### src/rtl/hazard_pkg.sv
`default_nettype none
// ============================================================================
//  Module      : hazard_pkg
//  Description : Shared types and encodings for the pipeline hazard
//                controller and its forwarding unit.
//  Revision    : 1.0 - initial release
// ============================================================================
package hazard_pkg;

    // Controller FSM: normal issue, or frozen on a multi-cycle data access
    typedef enum logic {
        RUN      = 1'b0,
        MEM_WAIT = 1'b1
    } hz_state_t;

    // EX operand source selects
    localparam logic [1:0] FWD_RF  = 2'b00;
    localparam logic [1:0] FWD_WB  = 2'b01;
    localparam logic [1:0] FWD_MEM = 2'b10;

endpackage : hazard_pkg
`default_nettype wire

### src/rtl/pipeline_hazard_ctrl_fwd_unit.sv
`default_nettype none
// ============================================================================
//  Module      : fwd_unit
//  Description : Combinational EX operand forward select. A MEM-stage
//                producer is younger than a WB-stage one, so it wins when
//                both match. Register x0 is never forwarded.
//  Revision    : 1.0 - initial release
// ============================================================================
module fwd_unit
    import hazard_pkg::*;
#(
    parameter int REG_AW = 5
) (
    input  logic [REG_AW-1:0] i_rs1,
    input  logic [REG_AW-1:0] i_rs2,
    input  logic [REG_AW-1:0] i_mem_rd,
    input  logic              i_mem_regwrite,
    input  logic [REG_AW-1:0] i_wb_rd,
    input  logic              i_wb_regwrite,
    output logic [1:0]        o_fwd_a,
    output logic [1:0]        o_fwd_b
);

    logic w_mem_ok;
    logic w_wb_ok;

    assign w_mem_ok = i_mem_regwrite && (i_mem_rd != '0);
    assign w_wb_ok  = i_wb_regwrite  && (i_wb_rd  != '0);

    // Operand A source: youngest matching producer first
    always_comb begin
        o_fwd_a = FWD_RF;
        if (w_mem_ok && (i_rs1 == i_mem_rd)) begin
            o_fwd_a = FWD_MEM;
        end else if (w_wb_ok && (i_rs1 == i_wb_rd)) begin
            o_fwd_a = FWD_WB;
        end
    end

    // Operand B source: same rule as operand A
    always_comb begin
        o_fwd_b = FWD_RF;
        if (w_mem_ok && (i_rs2 == i_mem_rd)) begin
            o_fwd_b = FWD_MEM;
        end else if (w_wb_ok && (i_rs2 == i_wb_rd)) begin
            o_fwd_b = FWD_WB;
        end
    end

endmodule : fwd_unit
`default_nettype wire

### src/rtl/pipeline_hazard_ctrl.sv
`default_nettype none
// ============================================================================
//  Module      : pipeline_hazard_ctrl
//  Description : Stall/flush/forward controller for a 5-stage RV32I pipeline.
//                Handles load-use and RAW hazards, taken-branch flushes and
//                multi-cycle data-memory waits. Branches resolved while the
//                pipe is frozen are remembered and flushed on release.
//                Build option: define HAZARD_FWD_EN to build the forwarding
//                unit; otherwise every RAW dependency stalls.
//  Revision    : 1.0 - initial release
// ============================================================================
module pipeline_hazard_ctrl
    import hazard_pkg::*;
#(
    parameter int REG_AW = 5,
    parameter int CNT_W  = 16
) (
    input  logic              clk,
    input  logic              rst,
    input  logic [REG_AW-1:0] i_id_rs1,
    input  logic [REG_AW-1:0] i_id_rs2,
    input  logic              i_id_rs1_used,
    input  logic              i_id_rs2_used,
    input  logic [REG_AW-1:0] i_ex_rd,
    input  logic              i_ex_regwrite,
    input  logic              i_ex_memread,
    input  logic [REG_AW-1:0] i_mem_rd,
    input  logic              i_mem_regwrite,
    input  logic [REG_AW-1:0] i_wb_rd,
    input  logic              i_wb_regwrite,
    input  logic              i_br_taken,
    input  logic              i_dmem_req,
    input  logic              i_dmem_ready,
    output logic              o_stall_pc,
    output logic              o_stall_ifid,
    output logic              o_stall_idex,
    output logic              o_stall_exmem,
    output logic              o_flush_ifid,
    output logic              o_flush_idex,
    output logic [1:0]        o_fwd_a,
    output logic [1:0]        o_fwd_b,
    output logic [CNT_W-1:0]  o_stall_cnt
);

    hz_state_t          r_state;
    logic               r_br_pend;
    logic [CNT_W-1:0]   r_stall_cnt;

    logic               w_ex_hit;
    logic               w_load_use;
    logic               w_raw;
    logic               w_hazard;
    logic               w_branch;
    logic [1:0]         w_fwd_a;
    logic [1:0]         w_fwd_b;

    // ID source matches a live, non-x0 destination in EX
    assign w_ex_hit = i_ex_regwrite && (i_ex_rd != '0) &&
                      ((i_id_rs1_used && (i_id_rs1 == i_ex_rd)) ||
                       (i_id_rs2_used && (i_id_rs2 == i_ex_rd)));

    assign w_load_use = i_ex_memread && w_ex_hit;

`ifdef HAZARD_FWD_EN
    // Only a load in EX cannot be forwarded in time
    assign w_raw = 1'b0;

    fwd_unit #(
        .REG_AW (REG_AW)
    ) u_fwd_unit (
        .i_rs1          (i_id_rs1),
        .i_rs2          (i_id_rs2),
        .i_mem_rd       (i_mem_rd),
        .i_mem_regwrite (i_mem_regwrite),
        .i_wb_rd        (i_wb_rd),
        .i_wb_regwrite  (i_wb_regwrite),
        .o_fwd_a        (w_fwd_a),
        .o_fwd_b        (w_fwd_b)
    );
`else
    logic w_mem_hit;
    logic w_unused_ok;

    // Without bypass paths any EX/MEM producer blocks the reader; WB is
    // safe because the register file writes before it reads.
    assign w_mem_hit = i_mem_regwrite && (i_mem_rd != '0) &&
                       ((i_id_rs1_used && (i_id_rs1 == i_mem_rd)) ||
                        (i_id_rs2_used && (i_id_rs2 == i_mem_rd)));

    assign w_raw       = w_ex_hit || w_mem_hit;
    assign w_fwd_a     = FWD_RF;
    assign w_fwd_b     = FWD_RF;
    assign w_unused_ok = ^{i_wb_rd, i_wb_regwrite};
`endif

    assign w_hazard = w_load_use || w_raw;
    assign w_branch = i_br_taken || r_br_pend;

    // Stall/flush decode: reset > memory wait > branch > data hazard
    always_comb begin
        o_stall_pc    = 1'b0;
        o_stall_ifid  = 1'b0;
        o_stall_idex  = 1'b0;
        o_stall_exmem = 1'b0;
        o_flush_ifid  = 1'b0;
        o_flush_idex  = 1'b0;
        if (!rst) begin
            o_flush_ifid = 1'b1;
            o_flush_idex = 1'b1;
        end else if (r_state == MEM_WAIT) begin
            if (!i_dmem_ready) begin
                o_stall_pc    = 1'b1;
                o_stall_ifid  = 1'b1;
                o_stall_idex  = 1'b1;
                o_stall_exmem = 1'b1;
            end else if (w_hazard) begin
                // Release cycle: branch flush is deferred via r_br_pend,
                // but a data hazard must still hold the reader back.
                o_stall_pc   = 1'b1;
                o_stall_ifid = 1'b1;
                o_flush_idex = 1'b1;
            end
        end else if (w_branch) begin
            o_flush_ifid = 1'b1;
            o_flush_idex = 1'b1;
        end else if (w_hazard) begin
            o_stall_pc   = 1'b1;
            o_stall_ifid = 1'b1;
            o_flush_idex = 1'b1;
        end
    end

    assign o_fwd_a     = rst ? w_fwd_a : FWD_RF;
    assign o_fwd_b     = rst ? w_fwd_b : FWD_RF;
    assign o_stall_cnt = r_stall_cnt;

    // Controller state, pending-branch flag and saturating stall counter
    always_ff @(posedge clk) begin
        if (!rst) begin
            r_state     <= RUN;
            r_br_pend   <= 1'b0;
            r_stall_cnt <= '0;
        end else begin
            case (r_state)
                RUN: begin
                    if (i_dmem_req && !i_dmem_ready) begin
                        r_state <= MEM_WAIT;
                    end
                end
                MEM_WAIT: begin
                    if (i_dmem_ready) begin
                        r_state <= RUN;
                    end
                end
                default: r_state <= RUN;
            endcase

            if ((r_state == MEM_WAIT) && i_br_taken) begin
                r_br_pend <= 1'b1;
            end else if (r_state == RUN) begin
                r_br_pend <= 1'b0;
            end

            if (o_stall_pc && (r_stall_cnt != {CNT_W{1'b1}})) begin
                r_stall_cnt <= r_stall_cnt + 1'b1;
            end
        end
    end

endmodule : pipeline_hazard_ctrl
`default_nettype wire
### config.mk
export PLATFORM = sky130hd
export DESIGN_NAME = pipeline_hazard_ctrl
export DESIGN_NICKNAME = d
export VERILOG_FILES = /design/src/rtl/hazard_pkg.sv /design/src/rtl/pipeline_hazard_ctrl_fwd_unit.sv /design/src/rtl/pipeline_hazard_ctrl.sv
export SDC_FILE = /design/constraint.sdc
export NUM_CORES = 1
export LEC_CHECK = 0
export ABC_CLOCK_PERIOD_IN_PS = 5420
export BUFFER_PORTS_ARGS = -buffer_cell sky130_fd_sc_hd__clkbuf_2
export CAP_MARGIN = 20
export CORE_UTILIZATION = 30
export CTS_CLUSTER_SIZE = 30
export DETAILED_ROUTE_END_ITERATION = 16
export PLACE_DENSITY = 0.64
export SYNTH_ARGS = -nofsm -noshare
export SYNTH_HDL_FRONTEND = slang
export SYNTH_SLANG_ARGS = --single-unit
### constraint.sdc
create_clock -name clk -period 5.42 [get_ports clk]
set_clock_uncertainty 0.1 [all_clocks]
set_input_delay 1.084 -clock clk [delete_from_list [all_inputs] [get_ports clk]]
set_output_delay 1.084 -clock clk [all_outputs]
set_load 0.05 [all_outputs]
# [Yosys cells after proc, flatten, opt, wreduce, memory -nomap -nowiden]
# Index checks and enable logic that the tools add are counted.
[classes] add_sub_neg=1 eq_ne=6 mux=19 n_bitwise=1 n_reduce_logical=20
[op_table] cell="5-bit == test" n=4
[op_table] cell="1-bit 2-to-1 mux" n=18
[op_table] cell="16-bit by 1-bit adder with 16-bit output (second input constant)" n=1
[op_table] cell="16-bit != test (second input constant)" n=1
[op_table] cell="1-bit logical AND" n=12
[op_table] cell="5-bit nonzero test" n=2
[op_table] cell="1-bit logical OR" n=5
[op_table] cell="2-bit by 1-bit != test with 1-bit output (second input constant)" n=1
[op_table] cell="1-bit case mux with 2 select lines" n=1
[op_table] cell="1-bit logical NOT" n=1
[op_table] cell="1-bit NOT" n=1
[word_totals] reg_bits=18 input_bits=36 word_cells=50

# [Logic depth before layout (Yosys ltp)]
# Gate-level depths: netlist (run 1).
[depth] depth_word=11 ltp_mapped=9 mapped_depth_nobuf=7

# [Least setup slack after synthesis (run 1)]
# No wires, ideal clock.
[synth_timing] path_kind="in2out" from="input port i_br_taken" to="output port o_stall_pc" arrival_ns=3.249 required_ns=4.236 slack_ns=0.987 stages=6 cell_sequence="nor2_1 -> o21ai_0 -> inv_1 -> a21oi_2 -> inv_1 -> buf_4"
[synth_between] elab_chain_len=4
[synth_lines] item="start: declaration" line_no="pipeline_hazard_ctrl.sv:31" rtl="input logic i_br_taken,"
[synth_lines] item="1-bit logical OR" line_no="pipeline_hazard_ctrl.sv:97" rtl="assign w_branch = i_br_taken || r_br_pend;"
[synth_lines] item="1-bit 2-to-1 mux (3 in a row)"
[synth_lines] item="end: declaration" line_no="pipeline_hazard_ctrl.sv:34" rtl="output logic o_stall_pc,"
# Every way passes these cells.

# [Worst setup path in the final report (run 1)]
[layout_timing] from="input port i_ex_rd[1]" to="output port o_stall_ifid"
[layout_between] elab_chain_len=10 word_cells_on_any_way=16 classes_between="eq/ne: 2; mux: 5; reduce/logical: 9"
[layout_lines] item="start: declaration" line_no="pipeline_hazard_ctrl.sv:24" rtl="input logic [REG_AW-1:0] i_ex_rd,"
[layout_lines] item="5-bit == test (on tied branches)" line_no="pipeline_hazard_ctrl.sv:59, pipeline_hazard_ctrl.sv:60"
[layout_lines] item="1-bit logical AND (on tied branches)" line_no="pipeline_hazard_ctrl.sv:59, pipeline_hazard_ctrl.sv:60"
[layout_lines] item="1-bit logical OR" line_no="pipeline_hazard_ctrl.sv:59" rtl="((i_id_rs1_used && (i_id_rs1 == i_ex_rd)) ||"
[layout_lines] item="1-bit logical AND *" line_no="pipeline_hazard_ctrl.sv:58" rtl="assign w_ex_hit = i_ex_regwrite && (i_ex_rd != '0) &&"
[layout_lines] item="1-bit logical AND / 1-bit logical OR (equally long branches)" line_no="pipeline_hazard_ctrl.sv:62, pipeline_hazard_ctrl.sv:90"
[layout_lines] item="1-bit logical OR *" line_no="pipeline_hazard_ctrl.sv:96" rtl="assign w_hazard = w_load_use || w_raw;"
[layout_lines] item="1-bit 2-to-1 mux *" line_no="pipeline_hazard_ctrl.sv:116, pipeline_hazard_ctrl.sv:126"
[layout_lines] item="1-bit 2-to-1 mux (on tied branches)" line_no="pipeline_hazard_ctrl.sv:123, pipeline_hazard_ctrl.sv:111"
[layout_lines] item="1-bit 2-to-1 mux *" line_no="pipeline_hazard_ctrl.sv:110" rtl="end else if (r_state == MEM_WAIT) begin"
[layout_lines] item="1-bit 2-to-1 mux *" line_no="pipeline_hazard_ctrl.sv:107" rtl="if (!rst) begin"
[layout_lines] item="end: declaration" line_no="pipeline_hazard_ctrl.sv:35" rtl="output logic o_stall_ifid,"
# Mark *: on every way between the ends. The rest lies on a longest branch, timed or not.

==> results of run 1 <==
power by group:
part | internal, mW | switching [mW]
Combinational | 0.0195 | 0.0359
Clock | 0.0646 | 0.0462
Sequential | 0.133 | 0.000635
worst min-delay path: cells and delay by family, from the launching register on:
family,cells,cell delay (ns)
compound gates,2,0.13
flops,1,0.33
cells in the final DEF (no fill, tap or decap), types with 4 or more instances in the layout:
cell | netlist | routed
inv_1 | 6 | 6
nand2_1 | 6 | 6
conb_1 | 1 | 4
nor2_1 | 7 | 7
o31ai_1 | 7 | 7
or4_1 | 4 | 4
clkbuf_8 | 0 | 4
o21ai_0 | 8 | 8
nand3_1 | 7 | 7
xnor2_1 | 4 | 4
clkbuf_2 | 0 | 50
a21oi_1 | 9 | 9
xor2_1 | 17 | 17
dfxtp_1 | 18 | 18
o211ai_1 | 5 | 5
or3_1 | 7 | 7
metal layers:
metal,track usage [%],wire length [µm],vias up
met1,16.7,1220,535
met3,3.65,178,2
met2,21.9,1250,46
li1,-,-,621
met5,0,0,-
met4,4.08,27,0
cells by family after synthesis:
| kind of cell | count (synthesis) | share of synthesized area, % |
|---|---|---|
| AO/OA/AOI/OAI | 37 | 19.8 |
| XOR/XNOR | 21 | 15.1 |
| adder cells (fa/ha/maj) | 1 | 1.03 |
| buffers and inverters | 15 | 8.22 |
| flip-flops | 18 | 29.6 |
| multiplexers | 1 | 0.822 |
| other | 1 | 0.308 |
| AND/OR/NAND/NOR | 51 | 25.1 |
layout make-up:
cell class	count	area share, %
Multi-Input combinational cell	115	50.7
Clock buffer	4	3.63
Timing Repair Buffer	50	16.5
Tap cell	48	3.96
Sequential cell	18	23.8
Inverter	6	1.49
stage by stage:
| step | cell area (µm²) | hold WS (ns) | total power, mW | util (%) |
|---|---|---|---|---|
| CTS | 1520 | 0.406 | 0.304 | 40.2 |
| global route | 1520 | 0.431 | 0.314 | 40.2 |
| global placement | 1460 | 0.390 | 0.193 | 38.8 |
| detailed placement | 1460 | 0.395 | 0.193 | 38.8 |
| floorplan | 1230 | 0.372 | 0.175 | - |
| finish | 1520 | 0.404 | 0.300 | 40.2 |
state kept, by name, indices dropped and copies added, names as in the netlist:
| register | cells |
|---|---|
| o_stall_cnt | 16 |
| r_br_pend | 1 |
| r_state | 1 |
cells in the mapped netlist (all sizes together):
cell,n
nand3,7
o21ai,11
nor2,7
and3,2
and2,3
a21oi,11
or4,4
nor2b,1
o211ai,5
a32oi,2
and4,2
conb,1
mux2i,1
dlygate4sd3,1
buf,8
xor2,17
o22ai,1
nand4,4
xnor2,4
dfxtp,18
inv,6
o31ai,7
or3,7
nor3,4
ha,1
nor4,4
nand2,6
worst paths after layout:
kind | cells after the start | slack (ns) | endpoint
worst min register to register | 2 | 0.40 | o_stall_cnt[15]$_SDFFE_PN0P_
worst min-delay path | 2 | 0.40 | o_stall_cnt[15]$_SDFFE_PN0P_
worst max register to register | 7 | 2.92 | o_stall_cnt[1]$_SDFFE_PN0P_
worst max-delay path | 7 | 1.67 | o_stall_ifid
==> out/metrics.yaml, run 1 <==
hp-class: "register to register"
firstDrtPassIters: 4
hold_viol_final: 0
crit_slowest_cell: "or4_1"
critPathLaunchType: "input port"
dp_cells: 237
ir_drop_v: 0.0000856
nets: 231
crit_path_end_kind: "primary output"
antenna_found_initial: 0
drive_above_1_share_pct: 33.2
drt_wl_total_um: 2680
num_antenna_cells: 0
cts_buffers: 3
die_w_um: 65.7
syn_to_final_growth_pct: 24.6
die_y_um: 65.7
arrival_ns: 2.56
setup_viol_count_final: 0
syn-cell-area_um2: 1220
yosysUniqueCellTypes: 37
setup.worst_path.start: "i_ex_rd[1]"
relSlewSlack_pct: 33.8
grt_overflow_total: 0
grt_start_max_net_pins: 27
synth_top_area_cell: "dfxtp_1"
crit_path_frequent_cell: "clkbuf_2"
synthTopCellsByArea: "dfxtp_1, xor2_1, o31ai_1, a21oi_1, buf_4"
maxSlewViolCount: 0
post-route-period-util_pct: 69.1
cts_tree: "yes"
syn_avg_cell_area_um2: 8.40
cp_top_family: "simple AND/OR/NAND/NOR gates"
root_buffer: "clkbuf_8"
drt_iter0_markers: 39
wl_per_cell_um: 11.1
rows: 22
cts.sinks: 18
p_leak_nw: 0.635
hold_start: "o_stall_cnt[15]$_SDFFE_PN0P_"
cts-resized-gates: 0
register_area_um2: 360
tns_ns: 0
cts_buffer_depth: 2
p_per_area_nw_per_um2: 198
htree_levels: 1
cp_cell_sequence: "clkbuf_2, or4_1, o21ai_2, o22ai_2, a21oi_2, inv_1, clkbuf_2"
fmax_mhz: 267
die_area_um2: 4320
antenna_left: 0
fill_cells: 390
max_stage_delay_ns: 0.55
status: "completed"
fin_cells: 241
clkLatencyLatePin_ns: 0.26
multiInputGateArea_um2: 768
ys_seq_area_share_pct: 29.6
critPathMaxFanout: 5
design.core.area_um2: 3770
netlist_instances: 145
vias: 1204
post-cts-setup-buffers: 0
grt_pass1_vias: 1039
worstPathRequired_ns: 4.24
gp_congestion: 0.739
min_period_ns: 3.75
grt_pass1_wl_um: 4500
grtUsageTotal_pct: 13.3
reg2reg_from: "o_stall_cnt[4]$_SDFFE_PN0P_"
holdBufCountCts: 0
ys_ff_latch: 18
drv_cap: 0
worst-path-buf-inv: 3
dp_hpwl_um: 2130
yosys_warnings: 0
dp_slack_ns: 1.64
setup_ws_ns: 1.67
via_per_inst: 5.00
path_clk_slew_ns: 0.07
start_util_pct: 32.3
drc: 0
io_pins: 62
rsz0062_at_grt: "no"
path_class: "input port to primary output"
portBuffers: 50
yosys.area.top_type_share_pct: 29.6
max_slew.worst_pin.slew_ns: 0.993
No activity file was read; power rests on OpenSTA's default activity.
==> run 2: changes to the inputs <==
ABC_CLOCK_PERIOD_IN_PS = 3200   (was 5420)
PLACE_DENSITY = 0.66   (was 0.64)
clock period = 3.2 ns   (was 5.42 ns; I/O delays follow)
==> out/metrics.yaml, run 2 (synthesis gave the netlist of run 1 again) <==
critPathMaxFanout: 3
worst-path-buf-inv: 2
layout_common_cells: "clkbuf_2, dfxtp_1, xor2_1"
antenna_found_initial: 0
cts-resized-gates: 0
layout_commonest_cell: "clkbuf_2"
num_antenna_cells: 0
crit_slowest_cell: "nor4_1"
total_power_uw: 507
intPower_uw: 369
fmax_mhz: 347
max_stage_delay_ns: 0.37
switching_share_pct: 27.3
nets: 233
vias: 1188
grt_pass1_vias: 977
dp_hpwl_um: 2240
p_leak_nw: 0.644
post-cts-setup-buffers: 0
crit_path_end_kind: "primary output"
die_area_um2: 4320
holdBufCountCts: 0
drc: 0
top_layer: "met4"
cts_tree: "yes"
arrival_ns: 2.14
min_period_ns: 2.88
htree_levels: 1
switchingPower_uw: 138
hold_viol_final: 0
status: "completed"
drt_iter0_markers: 74
grt_pass1_wl_um: 4440
path_class: "input port to primary output"
drive_above_1_share_pct: 33.8
drv_cap: 0
cp_top_family: "compound AO/OA/AOI/OAI gates"
dp_slack_ns: 0.293
design.core.area_um2: 3770
clkLatencyLatePin_ns: 0.25
portBuffers: 50
cp_cell_sequence: "clkbuf_2, xor2_1, nor4_1, a32oi_1, o22ai_2, o21ai_0, nand2_1, clkbuf_2"
dr_wl_met2_um: 1300
seqPwrFrac_pct: 44.6
worstPathRequired_ns: 2.46
tns_ns: 0
ir_drop_v: 0.000183
via_per_inst: 4.89
setup_viol_count_final: 0
die_w_um: 65.7
wl_per_cell_um: 11.6
post-route-period-util_pct: 90.1
p_per_area_nw_per_um2: 331
cts.sinks: 18
fin_hold_ws_ns: 0.407
path_clk_slew_ns: 0.07
start_util_pct: 32.3
grt_start_max_net_pins: 27
root_buffer: "clkbuf_8"
io_pins: 62
die_y_um: 65.7
critPathLaunchType: "input port"
cts_buffers: 3
rows: 22
drt_wl_total_um: 2830
combPwrFrac_pct: 19.0
wl_met1_um: 1350
largest_register_ffs: 16
route.met3.wl_um: 146
syn_to_final_growth_pct: 25.8
grtUsageTotal_pct: 13.3
hp-class: "register to register"
firstDrtPassIters: 4
antenna_left: 0
rsz0062_at_grt: "no"
pwr-share-clk_pct: 36.3
grt_overflow_total: 0
maxSlewViolCount: 0
setup_ws_ns: 0.317
cts_buffer_depth: 2
gp_congestion: 0.828
crit_path_frequent_cell: "clkbuf_2"
[run 2: per-layer routing]
layer,global-route usage (%),vias to the layer above
met5,0,-
met4,3.26,0
met3,3.99,2
met2,20.9,30
met1,17.5,531
li1,-,625
[run 2: layout make-up]
type | count | area [µm²]
inverters | 6 | 22.5
multi-input cells | 115 | 768
flip-flops and latches | 18 | 360
fillers | 389 | 2240
repair buffers | 52 | 265
clock buffers | 4 | 55.1
well taps | 48 | 60.1
[run 2: worst paths after layout]
check	end	slack, ns	cells after the start	from
max	o_flush_idex	0.32	8	i_id_rs2[4]
min	o_stall_cnt[7]$_SDFFE_PN0P_	0.41	2	o_stall_cnt[7]$_SDFFE_PN0P_
min reg2reg	o_stall_cnt[7]$_SDFFE_PN0P_	0.41	2	o_stall_cnt[7]$_SDFFE_PN0P_
max reg2reg	o_stall_cnt[1]$_SDFFE_PN0P_	1.10	8	o_stall_cnt[4]$_SDFFE_PN0P_
[run 2: power by group through the flow]
stage                     clock, mW  sequential (mW)  combinational (mW)
after floorplan                   0            0.233              0.0633
after global placement            0            0.232              0.0961
after detailed placement          0            0.232              0.0972
after CTS                     0.192            0.226              0.0974
after global routing          0.202            0.227               0.106
final                         0.184            0.226              0.0965
[run 2: through the flow]
step	utilization (%)	instance area [µm²]	std cells
floorplan	-	1230	148
global placement	39.2	1480	239
detailed placement	39.2	1480	239
CTS	40.6	1530	243
global route	40.6	1530	243
finish	40.6	1530	243
[run 2: worst reg2reg max path, delay by kind of cell (launching register included)]
family | cells | cell delay [ns]
simple gates | 5 | 0.84
buf+inv | 1 | 0.26
compound gates | 1 | 0.13
mux | 1 | 0.22
flops | 1 | 0.44
==> run 3: changes to the inputs <==
ABC_AREA = 1   (was unset)
PLACE_DENSITY = 0.63   (was 0.66)
SLEW_MARGIN = 40   (was unset)
==> out/metrics.yaml, run 3 <==
status: "completed"
drive_above_1_share_pct: 29.8
path_clk_slew_ns: 0.07
crit_path_end_kind: "primary output"
rsz0062_at_grt: "no"
yosys_warnings: 0
firstDrtPassIters: 4
dp_hpwl_um: 2920
worstPathRequired_ns: 2.46
drc: 0
setup_viol_count_final: 0
cts-resized-gates: 0
hold_depth: 2
path_class: "input port to primary output"
wl_per_cell_um: 10.1
cts_buffer_depth: 2
hold_viol_final: 0
crit_path_frequent_cell: "nand2_1"
via_per_inst: 4.44
cts_buffers: 3
yosys.area.top_type_share_pct: 22.7
netlist_instances: 252
timing.reg2reg.setup_slack_ns: 1.18
reg2reg_to: "o_stall_cnt[12]$_SDFFE_PN0P_"
gp_congestion: 0.876
setup_ws_ns: 0.577
hold_start: "r_br_pend$_SDFFE_PN0P_"
die_y_um: 74.7
syn_avg_cell_area_um2: 6.29
drv_cap: 0
cts_tree: "yes"
grt_pass1_wl_um: 6250
syn_to_final_growth_pct: 19.5
largest_register_ffs: 16
maxSlewViolCount: 0
vias: 1638
cp_top_family: "simple AND/OR/NAND/NOR gates"
p_per_area_nw_per_um2: 280
synth_top_area_cell: "dfxtp_1"
post-route-period-util_pct: 82.0
placed_area_um2: 1840
final_cell_area_um2: 1890
io_pins: 62
hold_end: "r_br_pend$_SDFFE_PN0P_"
critPathLaunchType: "input port"
grtUsageTotal_pct: 14.1
synth-main-ff-cell: "dfxtp_1"
yosysUniqueCellTypes: 26
holdBufCountCts: 0
crit_slowest_cell: "clkbuf_2"
dp_cells: 365
portBuffers: 50
critPathMaxFanout: 20
reg2reg_from: "o_stall_cnt[0]$_SDFFE_PN0P_"
dp_slack_ns: 0.571
die_area_um2: 5570
fin_cells: 369
syn-cell-area_um2: 1580
synthTopCellsByArea: "dfxtp_1, nand2_1, nand3_1, nor2_1, inv_1"
hp-class: "register to register"
worst-path-buf-inv: 3
fmax_mhz: 381
fin_hold_ws_ns: 0.371
arrival_ns: 1.88
tns_ns: 0
synth_edf_count: 0
r2r_cells: 8
design.core.area_um2: 5110
htree_levels: 1
ys_ff_latch: 18
post-cts-setup-buffers: 0
cts.sinks: 18
ys_top_cells_by_count: "nand2_1, nor2_1, inv_1, nand3_1, dfxtp_1"
min_period_ns: 2.62
p_leak_nw: 0.982
ir_drop_v: 0.000157
start_util_pct: 31.0
nets: 337
relSlewSlack_pct: 53.0
max_stage_delay_ns: 0.31
layout_commonest_cell: "nand2_1"
drt_iter0_markers: 155
root_buffer: "clkbuf_8"
antenna_found_initial: 0
num_antenna_cells: 0
grt_pass1_vias: 1461
grt_start_max_net_pins: 21
layout_common_cells: "nand2_1, clkbuf_2, nor2_1"
synth.most_common_cell: "nand2_1"
die_w_um: 74.7
cp_cell_sequence: "clkbuf_2, inv_1, nand2_1, nand2_1, nor2_1, nand3_1, nand2_1, nand2_1, nand2_2, nand2_4, nand2_8, clkbuf_2"
grt_overflow_total: 0
rows: 26
ys_seq_area_share_pct: 22.7
synthArstFlopShare_pct: 0
drt_wl_total_um: 3740
antenna_left: 0
clkLatencyLatePin_ns: 0.26
max_slew.worst_pin.slew_ns: 0.704
[run 3: cell types whose count changed after synthesis, moves of 7 or more]
cell,before,now
or3_1,7,0
o31ai_1,7,0
nand2_1,6,76
inv_1,6,25
xor2_1,17,7
nand3_1,7,25
a21oi_2,2,10
nor2_1,7,30
nand2_2,0,12
[run 3: report_power, final]
part / internal (mW) / switching (mW)
sequential: 0.225 / 0.00149
clock: 0.109 / 0.0812
combinational: 0.0341 / 0.0778
[run 3: worst max path at each step]
stage / endpoint / startpoint / slack, ns / cells past startpoint
2_1_floorplan: o_stall_pc / rst / 0.13 / 6
3_3_place_gp: o_stall_ifid / i_ex_rd[2] / 0.59 / 12
3_5_place_dp: o_stall_ifid / i_ex_rd[2] / 0.57 / 12
4_1_cts: o_stall_ifid / i_ex_rd[2] / 0.57 / 12
5_1_grt: o_stall_ifid / i_ex_rd[2] / 0.41 / 12
6_report: o_stall_pc / i_ex_rd[2] / 0.58 / 12
[run 3: layout make-up]
cell class | count | area, µm²
inverters | 31 | 116
multi-input cells | 196 | 1020
repair buffers | 50 | 250
well taps | 70 | 87.6
fillers | 574 | 3210
flip-flops and latches | 18 | 360
clock buffers | 4 | 55.1
[run 3: tightest hold or removal path: stages (launching register included)]
cell	delay, ns
dfxtp_1	0.32
nor2_1	0.05
nor2_1	0.07
[run 3: cells by family after synthesis]
family                     count (synthesis)  synth area share, %
buffers and inverters                     41                 13.3
and+or+nand+nor                          157                 46.7
xor gates and xnor gates                  13                 7.19
AOI/OAI and AO/OA                         21                 9.00
other                                      1                0.237
DFF                                       18                 22.7
adders and majority gates                  1                0.790
[run 3: routing by layer]
metal	GRT usage (%)	wire length, µm	vias to the layer above
met4	1.89	8	0
li1	-	-	867
met2	23.2	1700	41
met3	2.41	168	2
met5	0	0	-
met1	19.7	1860	728
[run 3: per-stage QoR]
step | utilization [%] | power, mW
finish | 37.1 | 0.529
CTS | 37.1 | 0.532
global placement | 36.0 | 0.343
detailed placement | 36.0 | 0.344
floorplan | - | 0.313
global route | 37.1 | 0.560
